`config.mk`:
```
export PLATFORM = sky130hd
export DESIGN_NAME = pry2bin_serial
export DESIGN_NICKNAME = d
export VERILOG_FILES = /design/src/rtl/pry2bin_serial.sv
export SDC_FILE = /design/constraint.sdc
export NUM_CORES = 1
export LEC_CHECK = 0
export ABC_AREA = 1
export CAP_MARGIN = 20
export CORE_MARGIN = 3
export CORE_UTILIZATION = 45
export CTS_BUF_LIST = sky130_fd_sc_hd__clkbuf_8
export CTS_CLUSTER_DIAMETER = 150
export CTS_CLUSTER_SIZE = 8
export DETAILED_ROUTE_END_ITERATION = 16
export PLACE_DENSITY_LB_ADDON = 0.2
export SLEW_MARGIN = 15
export SYNTH_ARGS = -nofsm -noshare
export SYNTH_HDL_FRONTEND = slang
export SYNTH_SLANG_ARGS = --single-unit
```
`constraint.sdc`:
```
create_clock -name clk -period 4.9 [get_ports clk]
set_clock_uncertainty 0.05 [all_clocks]
set_input_delay 0.98 -clock clk [delete_from_list [all_inputs] [get_ports clk]]
set_output_delay 0.98 -clock clk [all_outputs]
set_load 0.01 [all_outputs]
```
`src/rtl/pry2bin_serial.sv`:
```
// pry2bin_serial
// Purpose: takes in a priority request vector and sends out its set bits one
// beat at a time, in priority order. Each beat carries the binary index, the
// one-hot bit and a last flag. A bit is cleared once it has been sent.
// DIRECTION selects which end of the vector has priority. IMPLEMENTATION
// selects the internal priority-to-one-hot structure. All structures give the
// same result.
// Ports:
//   clk    in   1          rising-edge clock
//   rst    in   1          synchronous active-high reset
//   s_vld  in   1          input vector valid
//   s_rdy  out  1          input vector ready (comb. from m_rdy while busy)
//   s_pry  in   WIDTH      input priority request vector
//   m_vld  out  1          output beat valid
//   m_rdy  in   1          output beat ready
//   m_oht  out  WIDTH      one-hot of the selected bit (0 when m_vld=0)
//   m_bin  out  WIDTH_LOG  binary index of the selected bit (0 when m_vld=0)
//   m_lst  out  1          last beat of the current vector (0 when m_vld=0)
module pry2bin_serial #(
    parameter int WIDTH          = 32,
    parameter     DIRECTION      = "LSB",
    parameter int IMPLEMENTATION = 0,
    localparam int WIDTH_LOG     = $clog2(WIDTH)
) (
    input  logic                 clk,
    input  logic                 rst,
    input  logic                 s_vld,
    output logic                 s_rdy,
    input  logic [WIDTH-1:0]     s_pry,
    output logic                 m_vld,
    input  logic                 m_rdy,
    output logic [WIDTH-1:0]     m_oht,
    output logic [WIDTH_LOG-1:0] m_bin,
    output logic                 m_lst
);

    localparam bit MSB_FIRST = (DIRECTION == "MSB");

    // Reject parameter combinations that have no defined behaviour.
    if (WIDTH < 2) begin : g_bad_width
        $fatal(1, "pry2bin_serial: WIDTH must be >= 2");
    end
    if ((DIRECTION != "LSB") && (DIRECTION != "MSB")) begin : g_bad_dir
        $fatal(1, "pry2bin_serial: DIRECTION must be \"LSB\" or \"MSB\"");
    end
    if ((IMPLEMENTATION < 0) || (IMPLEMENTATION > 2)) begin : g_bad_impl
        $fatal(1, "pry2bin_serial: IMPLEMENTATION must be 0, 1 or 2");
    end
    if ((IMPLEMENTATION == 2) && MSB_FIRST) begin : g_bad_adder
        $fatal(1, "pry2bin_serial: IMPLEMENTATION 2 supports DIRECTION \"LSB\" only");
    end

    typedef enum logic {
        IDLE = 1'b0,
        BUSY = 1'b1
    } sta_t;

    sta_t                 sta_q, sta_d;
    logic [WIDTH-1:0]     rem_q, rem_d;

    logic [WIDTH-1:0]     pri_in_s;   // rem_q oriented so that bit 0 has priority
    logic [WIDTH-1:0]     lsb_oht_s;  // lowest set bit of pri_in_s
    logic [WIDTH-1:0]     oht_raw_s;  // selected bit in the original orientation
    logic [WIDTH_LOG-1:0] bin_raw_s;
    logic [WIDTH-1:0]     rem_clr_s;
    logic                 lst_raw_s;
    logic                 busy_s;

    // Put rem into LSB-priority orientation. MSB priority is handled by
    // reversing the vector, so each structure only needs to find the lowest set bit.
    always_comb begin
        pri_in_s = {WIDTH{1'b0}};
        for (int i = 0; i < WIDTH; i++) begin
            if (MSB_FIRST) begin
                pri_in_s[i] = rem_q[WIDTH-1-i];
            end else begin
                pri_in_s[i] = rem_q[i];
            end
        end
    end

    if (IMPLEMENTATION == 0) begin : g_loop
        // Priority select as a linear scan that stops at the first set bit.
        always_comb begin
            logic found;
            found     = 1'b0;
            lsb_oht_s = {WIDTH{1'b0}};
            for (int i = 0; i < WIDTH; i++) begin
                if (pri_in_s[i] && !found) begin
                    lsb_oht_s[i] = 1'b1;
                    found        = 1'b1;
                end else begin
                    lsb_oht_s[i] = 1'b0;
                end
            end
        end
    end else if (IMPLEMENTATION == 1) begin : g_vector
        // Priority select with a log-depth smear. smear[i] is set when any bit
        // at or below i is set, so a bit wins when nothing below it is set.
        always_comb begin
            logic [WIDTH-1:0] smear;
            smear = pri_in_s;
            for (int s = 1; s < WIDTH; s = s * 2) begin
                smear = smear | (smear << s);
            end
            lsb_oht_s = pri_in_s & ~(smear << 1);
        end
    end else begin : g_adder
        // Priority select with two's complement: x & -x isolates the lowest set bit.
        always_comb begin
            lsb_oht_s = pri_in_s & (~pri_in_s + {{(WIDTH-1){1'b0}}, 1'b1});
        end
    end

    // Turn the selected bit back to the original orientation and encode it.
    always_comb begin
        oht_raw_s = {WIDTH{1'b0}};
        for (int i = 0; i < WIDTH; i++) begin
            if (MSB_FIRST) begin
                oht_raw_s[i] = lsb_oht_s[WIDTH-1-i];
            end else begin
                oht_raw_s[i] = lsb_oht_s[i];
            end
        end
        bin_raw_s = {WIDTH_LOG{1'b0}};
        for (int i = 0; i < WIDTH; i++) begin
            if (oht_raw_s[i]) begin
                bin_raw_s = bin_raw_s | WIDTH_LOG'(i);
            end else begin
                bin_raw_s = bin_raw_s;
            end
        end
        rem_clr_s = rem_q & ~oht_raw_s;
        lst_raw_s = (rem_clr_s == {WIDTH{1'b0}});
    end

    // Handshake and beat outputs. During reset both valid/ready are forced low.
    // Beat fields are zero whenever no beat is presented.
    always_comb begin
        busy_s = (sta_q == BUSY);
        m_vld  = busy_s & ~rst;
        if (rst) begin
            s_rdy = 1'b0;
        end else if (busy_s) begin
            // A new vector can only be taken while the last beat leaves.
            s_rdy = m_rdy & lst_raw_s;
        end else begin
            s_rdy = 1'b1;
        end
        if (m_vld) begin
            m_oht = oht_raw_s;
            m_bin = bin_raw_s;
            m_lst = lst_raw_s;
        end else begin
            m_oht = {WIDTH{1'b0}};
            m_bin = {WIDTH_LOG{1'b0}};
            m_lst = 1'b0;
        end
    end

    // Next-state logic for the IDLE/BUSY controller and the remaining-bit vector.
    always_comb begin
        sta_d = sta_q;
        rem_d = rem_q;
        case (sta_q)
            IDLE: begin
                if (s_vld && s_rdy && (s_pry != {WIDTH{1'b0}})) begin
                    rem_d = s_pry;
                    sta_d = BUSY;
                end else begin
                    // An all-zero vector is consumed without producing a beat.
                    sta_d = IDLE;
                end
            end
            BUSY: begin
                if (m_rdy && !lst_raw_s) begin
                    rem_d = rem_clr_s;
                end else if (m_rdy && s_vld && s_rdy && (s_pry != {WIDTH{1'b0}})) begin
                    // Last beat leaves while the next vector arrives: no bubble.
                    rem_d = s_pry;
                    sta_d = BUSY;
                end else if (m_rdy) begin
                    rem_d = {WIDTH{1'b0}};
                    sta_d = IDLE;
                end else begin
                    // Backpressure: hold everything.
                    rem_d = rem_q;
                    sta_d = BUSY;
                end
            end
            default: begin
                rem_d = {WIDTH{1'b0}};
                sta_d = IDLE;
            end
        endcase
    end

    // State and remaining-bit registers with synchronous reset.
    always_ff @(posedge clk) begin
        if (rst) begin
            sta_q <= IDLE;
            rem_q <= {WIDTH{1'b0}};
        end else begin
            sta_q <= sta_d;
            rem_q <= rem_d;
        end
    end

endmodule

```
==> reports/results.ini, run 1 <==
[outcome]
status=finished, final reports clean

[final_layout]
final_common_cell=nor2_1
final_cell_mix=nor2_1, nand2_1, clkdlybuf4s50_1
syn_to_final_growth_pct=32.4
layout.nets=579
drive_gt1_share_pct=12.1
utilization_pct=63.1
n_antenna_cell=0
fin_cells=619
final_area_mm2=0.00383

[place]
hpwlAfterDp_um=6650
dp.cells=605
gp_congestion=0.932
dp_slack_ns=0.297
portBuffers=75
placed_area_mm2=0.00365

[grt]
grt_overflow=0
track_usage_pct=24.6
grt_max_degree=39
grt_pass1_wl_um=14600
first_global_vias=3060
grt_antenna_before_repair=0

[yosys]
synth-seq-area-share_pct=22.9
synthesis.area_mm2=0.00289
synth-main-ff-cell=dfxtp_1
ys_ff_latch=33
yosys_warnings=0
synthCells=469
synth.avg_cell_area_um2=6.16
synth.distinct_cells=35
syn-num-nets=505
async_flop_share_pct=0
synth_edf_count=0

[floorplanning]
rows=28
io_pins=76
start_util_pct=47.7
dieHeight_um=86.1
core_mm2=0.00606
dieWidth_um=86.1
dieArea_mm2=0.00742

[route]
drt-pass1-iter-count=7
ant_nets=0
drt_iter0_markers=212
wl_um=8930
drcViolationCount=0
vias_per_cell=5.39
wire_per_inst_um=14.4
via_count=3338

[worst_setup_path]
path_buf_inv=3
cp_top_family=simple AND/OR/NAND/NOR gates
cp.depth=21
crit_type=flop to output pin
worst_ep_required_time_ns=3.87
reg2reg_depth=25
critPathArrivalTime_ns=3.52
crit_top_cell=nor2_4
crit_chain=inv_1 > nand4_2 > nor2_4 > nand4_4 > nor2_4 > nand4_4 > nor2_4 > nand4_4 > nor2_4 > nand4_2 > nor2_4 > buf_4 > nor2_1 > nor2_1 > nand4_1 > nor2_1 > nand3_1 > nor2_2 > nand4_4 > a21oi_1 > dlygate4sd2_1
critPathMaxFanout=5
cp-start-kind=flop
critPathMaxStageDelay_ns=0.33
cp_slowest_cell=dfxtp_1
endpoint_kind=output pin

[timing]
tns_ns=0
worst_slack_ns=0.352
worst_slew_pin_slew_ns=0.783
slew_headroom_pct=47.6
slew_viol_final=0
max_freq_ghz=0.220
finalSetupViolations=0
holdWs_ns=0.446
finalCritPeriodShare_pct=92.8
hold_violations=0
period_minus_slack_ns=4.55

[cts]
cts_root_buf=clkbuf_8
htreeDepth=2
cts-buffers-inserted=5
clk_latency_ns=0.29
cts_sinks=33
cts_tree=built
cts.clk_slew.worst_paths_ns=0.07
cts_buffer_depth=2

[power_and_ir_drop]
powerDensity_mw_per_mm2=241
finalPower_mw=0.922
ir_drop_v=0.000212
p_leak_nw=1.59

[min_path]
hold_path_class=flop to flop
holdPathStages=2

[flow_run]
drv_cap=0

## final timing paths
| kind | from | end | slack [ns] |
|---|---|---|---|
| worst min-delay path | pri_in_s[4] | pri_in_s[4] | 0.45 |
| worst min register to register | pri_in_s[4] | pri_in_s[4] | 0.45 |
| worst max-delay path | pri_in_s[4] | s_rdy | 0.35 |
| worst max register to register | pri_in_s[4] | pri_in_s[9] | 0.74 |
## cell type report
class                           count  area, µm²
Sequential cell                    33        662
Clock buffer                        6       82.6
Clock inverter                      2       33.8
Fill cell                         602       2230
Inverter                           63        239
Timing Repair Buffer               85        837
Multi-Input combinational cell    355       1880
Tap cell                           75       93.8
## tightest hold or removal path, delay by kind of cell, from the launching register on
family          cells  cell delay, ns
simple gates        1            0.07
flops               1            0.33
compound gates      1            0.06
## synth_stat cells, types with 3 or more instances
library cell / n / area [µm²]
nand3_1: 28 / 140
nand2_1: 72 / 270
buf_6: 5 / 56.3
inv_2: 3 / 11.3
nor3_1: 21 / 105
o21ai_0: 14 / 70.1
inv_1: 59 / 221
o21bai_1: 8 / 60.1
o21ai_1: 24 / 120
a21oi_1: 33 / 165
dfxtp_1: 33 / 661
nor2_1: 85 / 319
nor2_4: 7 / 78.8
nor2_2: 19 / 119
nor4_1: 11 / 68.8
nand4_1: 5 / 31.3
nand4_4: 7 / 149
nand2_2: 3 / 18.8
nand4_2: 3 / 37.5
clkbuf_1: 9 / 33.8
## report_power, final
group | switching (mW) | internal (mW) | leakage (nW) | total (mW)
registers | 0.0268 | 0.293 | 0.273 | 0.320
clock network | 0.108 | 0.164 | 0.0626 | 0.272
logic | 0.201 | 0.130 | 1.26 | 0.331
total | 0.336 | 0.586 | 1.59 | 0.922
## state kept, by name, summed over array words and instances (netlist names)
signal    cells
busy_s        1
pri_in_s     32
## routing by layer
layer | track usage [%] | share of wire [%] | wire length, µm | up-vias
met5 | 0 | 0 | 0 | -
met4 | 6.76 | 1.2 | 109 | 0
met3 | 4.13 | 6.7 | 599 | 11
met2 | 40.8 | 48 | 4280 | 109
met1 | 32.7 | 44 | 3940 | 1515
li1 | - | - | - | 1703
## kinds of logic after synthesis
logic type	count (synthesis)	synth area share, %
and+or+nand+nor	266	47.8
AOI/OAI and AO/OA	89	17.1
buffers and inverters	81	12.3
DFF	33	22.9
## timing repair
| item | CTS | global route |
|---|---|---|
| buffers inserted | 1 | 5 |
| gates cloned | 0 | 0 |
| pin swaps | 2 | 5 |
| hold buffers | 0 | 0 |
| gates resized for setup | 3 | 9 |
| endpoints found under the setup margin | 1 | 9 |
(Power assumes the default switching activity.)
==> run 2, diff against run 1 <==
==> constraint.sdc (replaced) <==
create_clock -name clk -period 4.8 [get_ports clk]
set_clock_uncertainty 0.05 [all_clocks]
set_input_delay 0.96 -clock clk [delete_from_list [all_inputs] [get_ports clk]]
set_output_delay 0.96 -clock clk [all_outputs]
set_load 0.01 [all_outputs]
==> reports/results.ini, run 2 (synthesized netlist as in run 1, its figures left out) <==
[outcome]
status=finished, final reports clean

[power_and_ir_drop]
p_leak_nw=1.54  ; -3.2%
internal_power_mw=0.542  ; -7.6%
p_sw_mw=0.342  ; +1.7%
p_seq_share_pct=36.9  ; +2.3 points
finalPower_mw=0.884  ; -4.2%
powerDensity_mw_per_mm2=233  ; -3.2%
clkPwrFrac_pct=25.2  ; -4.3 points
pwr-share-comb_pct=37.9  ; +2.0 points
ir_drop_v=0.000143  ; -32%
p_sw_share_pct=38.7  ; +2.2 points

[timing]
slew_headroom_pct=60.4  ; +13 points
slew_viol_final=0  ; unchanged
worst_slack_ns=0.290  ; -0.0623 ns
max_freq_ghz=0.222
hold_violations=0  ; unchanged
finalSetupViolations=0  ; unchanged
tns_ns=0  ; unchanged
rsz0062_at_grt=false
worst_slew_pin_slew_ns=0.579  ; -0.205 ns
period_minus_slack_ns=4.51
finalCritPeriodShare_pct=94.0

[grt]
grt_antenna_before_repair=0  ; unchanged
first_global_vias=3130  ; +2.3%
grt_pass1_wl_um=14700  ; +0.38%
track_usage_pct=24.7  ; +0.10 points
grt_overflow=0  ; unchanged
grt_max_degree=39  ; unchanged

[cts]
cts-buffers-inserted=5  ; unchanged
cts.clk_slew.worst_paths_ns=0.07  ; about the same
htreeDepth=2  ; unchanged
cts_root_buf=clkbuf_8
cts_hold_buf=0  ; unchanged
clk_latency_ns=0.29  ; about the same
cts_sinks=33  ; unchanged
cts_tree=built
cts_buffer_depth=2  ; unchanged

[route]
ant_nets=0  ; unchanged
drcViolationCount=0  ; unchanged
wire_per_inst_um=14.3  ; -0.71%
drt_iter0_markers=219  ; +3.3%
vias_per_cell=5.32  ; -1.3%
drt-pass1-iter-count=5  ; -2
via_count=3296  ; -1.3%
wl_um=8870  ; -0.71%

[final_layout]
largest_reg_flops=32  ; unchanged
layout.nets=580  ; +0.17%
n_antenna_cell=0  ; unchanged
final_common_cell=nor2_1
syn_to_final_growth_pct=31.0
fin_cells=619  ; unchanged
drive_gt1_share_pct=11.9  ; -0.18 points
final_cell_mix=nor2_1, nand2_1, clkdlybuf4s50_1

[flow_run]
drv_cap=0  ; unchanged

[worst_setup_path]
worst_ep_required_time_ns=3.79  ; -0.08 ns
endpoint_kind=output pin
crit_type=flop to output pin
critPathArrivalTime_ns=3.50  ; -0.02 ns
critPathMaxFanout=5  ; unchanged
reg2reg_depth=25  ; unchanged
rr_endpoint=pri_in_s[27]
crit_path_start=pri_in_s[1]
rr_startpoint=pri_in_s[1]
r2r_slack_ns=0.66  ; -0.08 ns
endpoint=m_oht[27]
cp-start-kind=flop

[floorplanning]
start_util_pct=47.7  ; unchanged
dieWidth_um=86.1  ; unchanged
dieArea_mm2=0.00742  ; unchanged
io_pins=76  ; unchanged
core_mm2=0.00606  ; unchanged
dieHeight_um=86.1  ; unchanged
rows=28  ; unchanged

[place]
dp.cells=606  ; +0.17%
dp_slack_ns=0.227  ; -0.0692 ns
portBuffers=75  ; unchanged
gp_congestion=0.937  ; +0.49%
hpwlAfterDp_um=6570  ; -1.1%

[min_path]
hold_path_class=flop to flop

[run 2: cell count changes in the layout (fill, tap and decap cells not counted), sizes merged]
cell,delta
bufinv,-1
clkbuf,+1
buf,+1
dlymetal6s2s,-3
dlygate4sd2,+2
[run 2: worst min-delay path by stage]
stage	startpoint	endpoint	slack, ns	depth (start not counted)
final	pri_in_s[4]	pri_in_s[4]	0.45	2
after global routing	pri_in_s[4]	pri_in_s[4]	0.48	2
after CTS	pri_in_s[4]	pri_in_s[4]	0.44	2
after detailed placement	pri_in_s[4]	pri_in_s[4]	0.43	2
after global placement	pri_in_s[4]	pri_in_s[4]	0.42	2
after floorplan	pri_in_s[4]	pri_in_s[4]	0.41	2
[run 2: critical path, cell delays in order (launching register included)]
cell and delay [ns]:
dfxtp_1 0.36, nor2_4 0.16, nand4_2 0.13, nor2_4 0.17
nand4_4 0.12, nor2_4 0.17, nand4_4 0.12, nor2_4 0.14
nand4_4 0.10, nor2_4 0.14, nand4_2 0.13, nor2_4 0.15
nand4_4 0.11, nor2_4 0.16, buf_4 0.13, nand2_1 0.05
nor2_1 0.14, inv_1 0.10, nor2_1 0.09, clkdlybuf4s50_1 0.54
[run 2: area by class of cell]
class | instances | area (µm²)
clock buffers | 6 | 82.6
clock inverters | 1 | 3.75
fillers | 611 | 2270
multi-input cells | 355 | 1880
flip-flops and latches | 33 | 661
inverters | 63 | 239
repair buffers | 86 | 830
well taps | 75 | 93.8
[run 2: metrics by stage]
stage / utilization (%) / cell area [µm²] / hold WS, ns
global route: 62.5 / 3790 / 0.482
detailed placement: 60.3 / 3660 / 0.428
finish: 62.5 / 3790 / 0.445
global placement: 60.3 / 3660 / 0.425
CTS: 62.1 / 3770 / 0.441
floorplan: - / 2890 / 0.407
[run 2: power by group through the flow]
stage	clock network (mW)	registers (mW)	logic (mW)
floorplan	0	0.326	0.232
global placement	0	0.330	0.319
detailed placement	0	0.331	0.324
CTS	0.222	0.325	0.332
global route	0.233	0.329	0.373
finish	0.223	0.326	0.335
[run 2: routing by layer]
| metal | share of wire, % | track usage [%] |
|---|---|---|
| met3 | 5.4 | 4.03 |
| met2 | 47 | 41.2 |
| met5 | 0 | 0 |
| met4 | 1.7 | 7.63 |
| met1 | 46 | 32.3 |
[run 2: repair_timing]
item / 4_1_cts / 5_1_grt
resized for setup: 6 / 6
buffers inserted: 4 / 2
setup endpoints to repair: 8 / 9
pin swaps: 3 / 3
endpoints found under the hold margin: 0 / 0
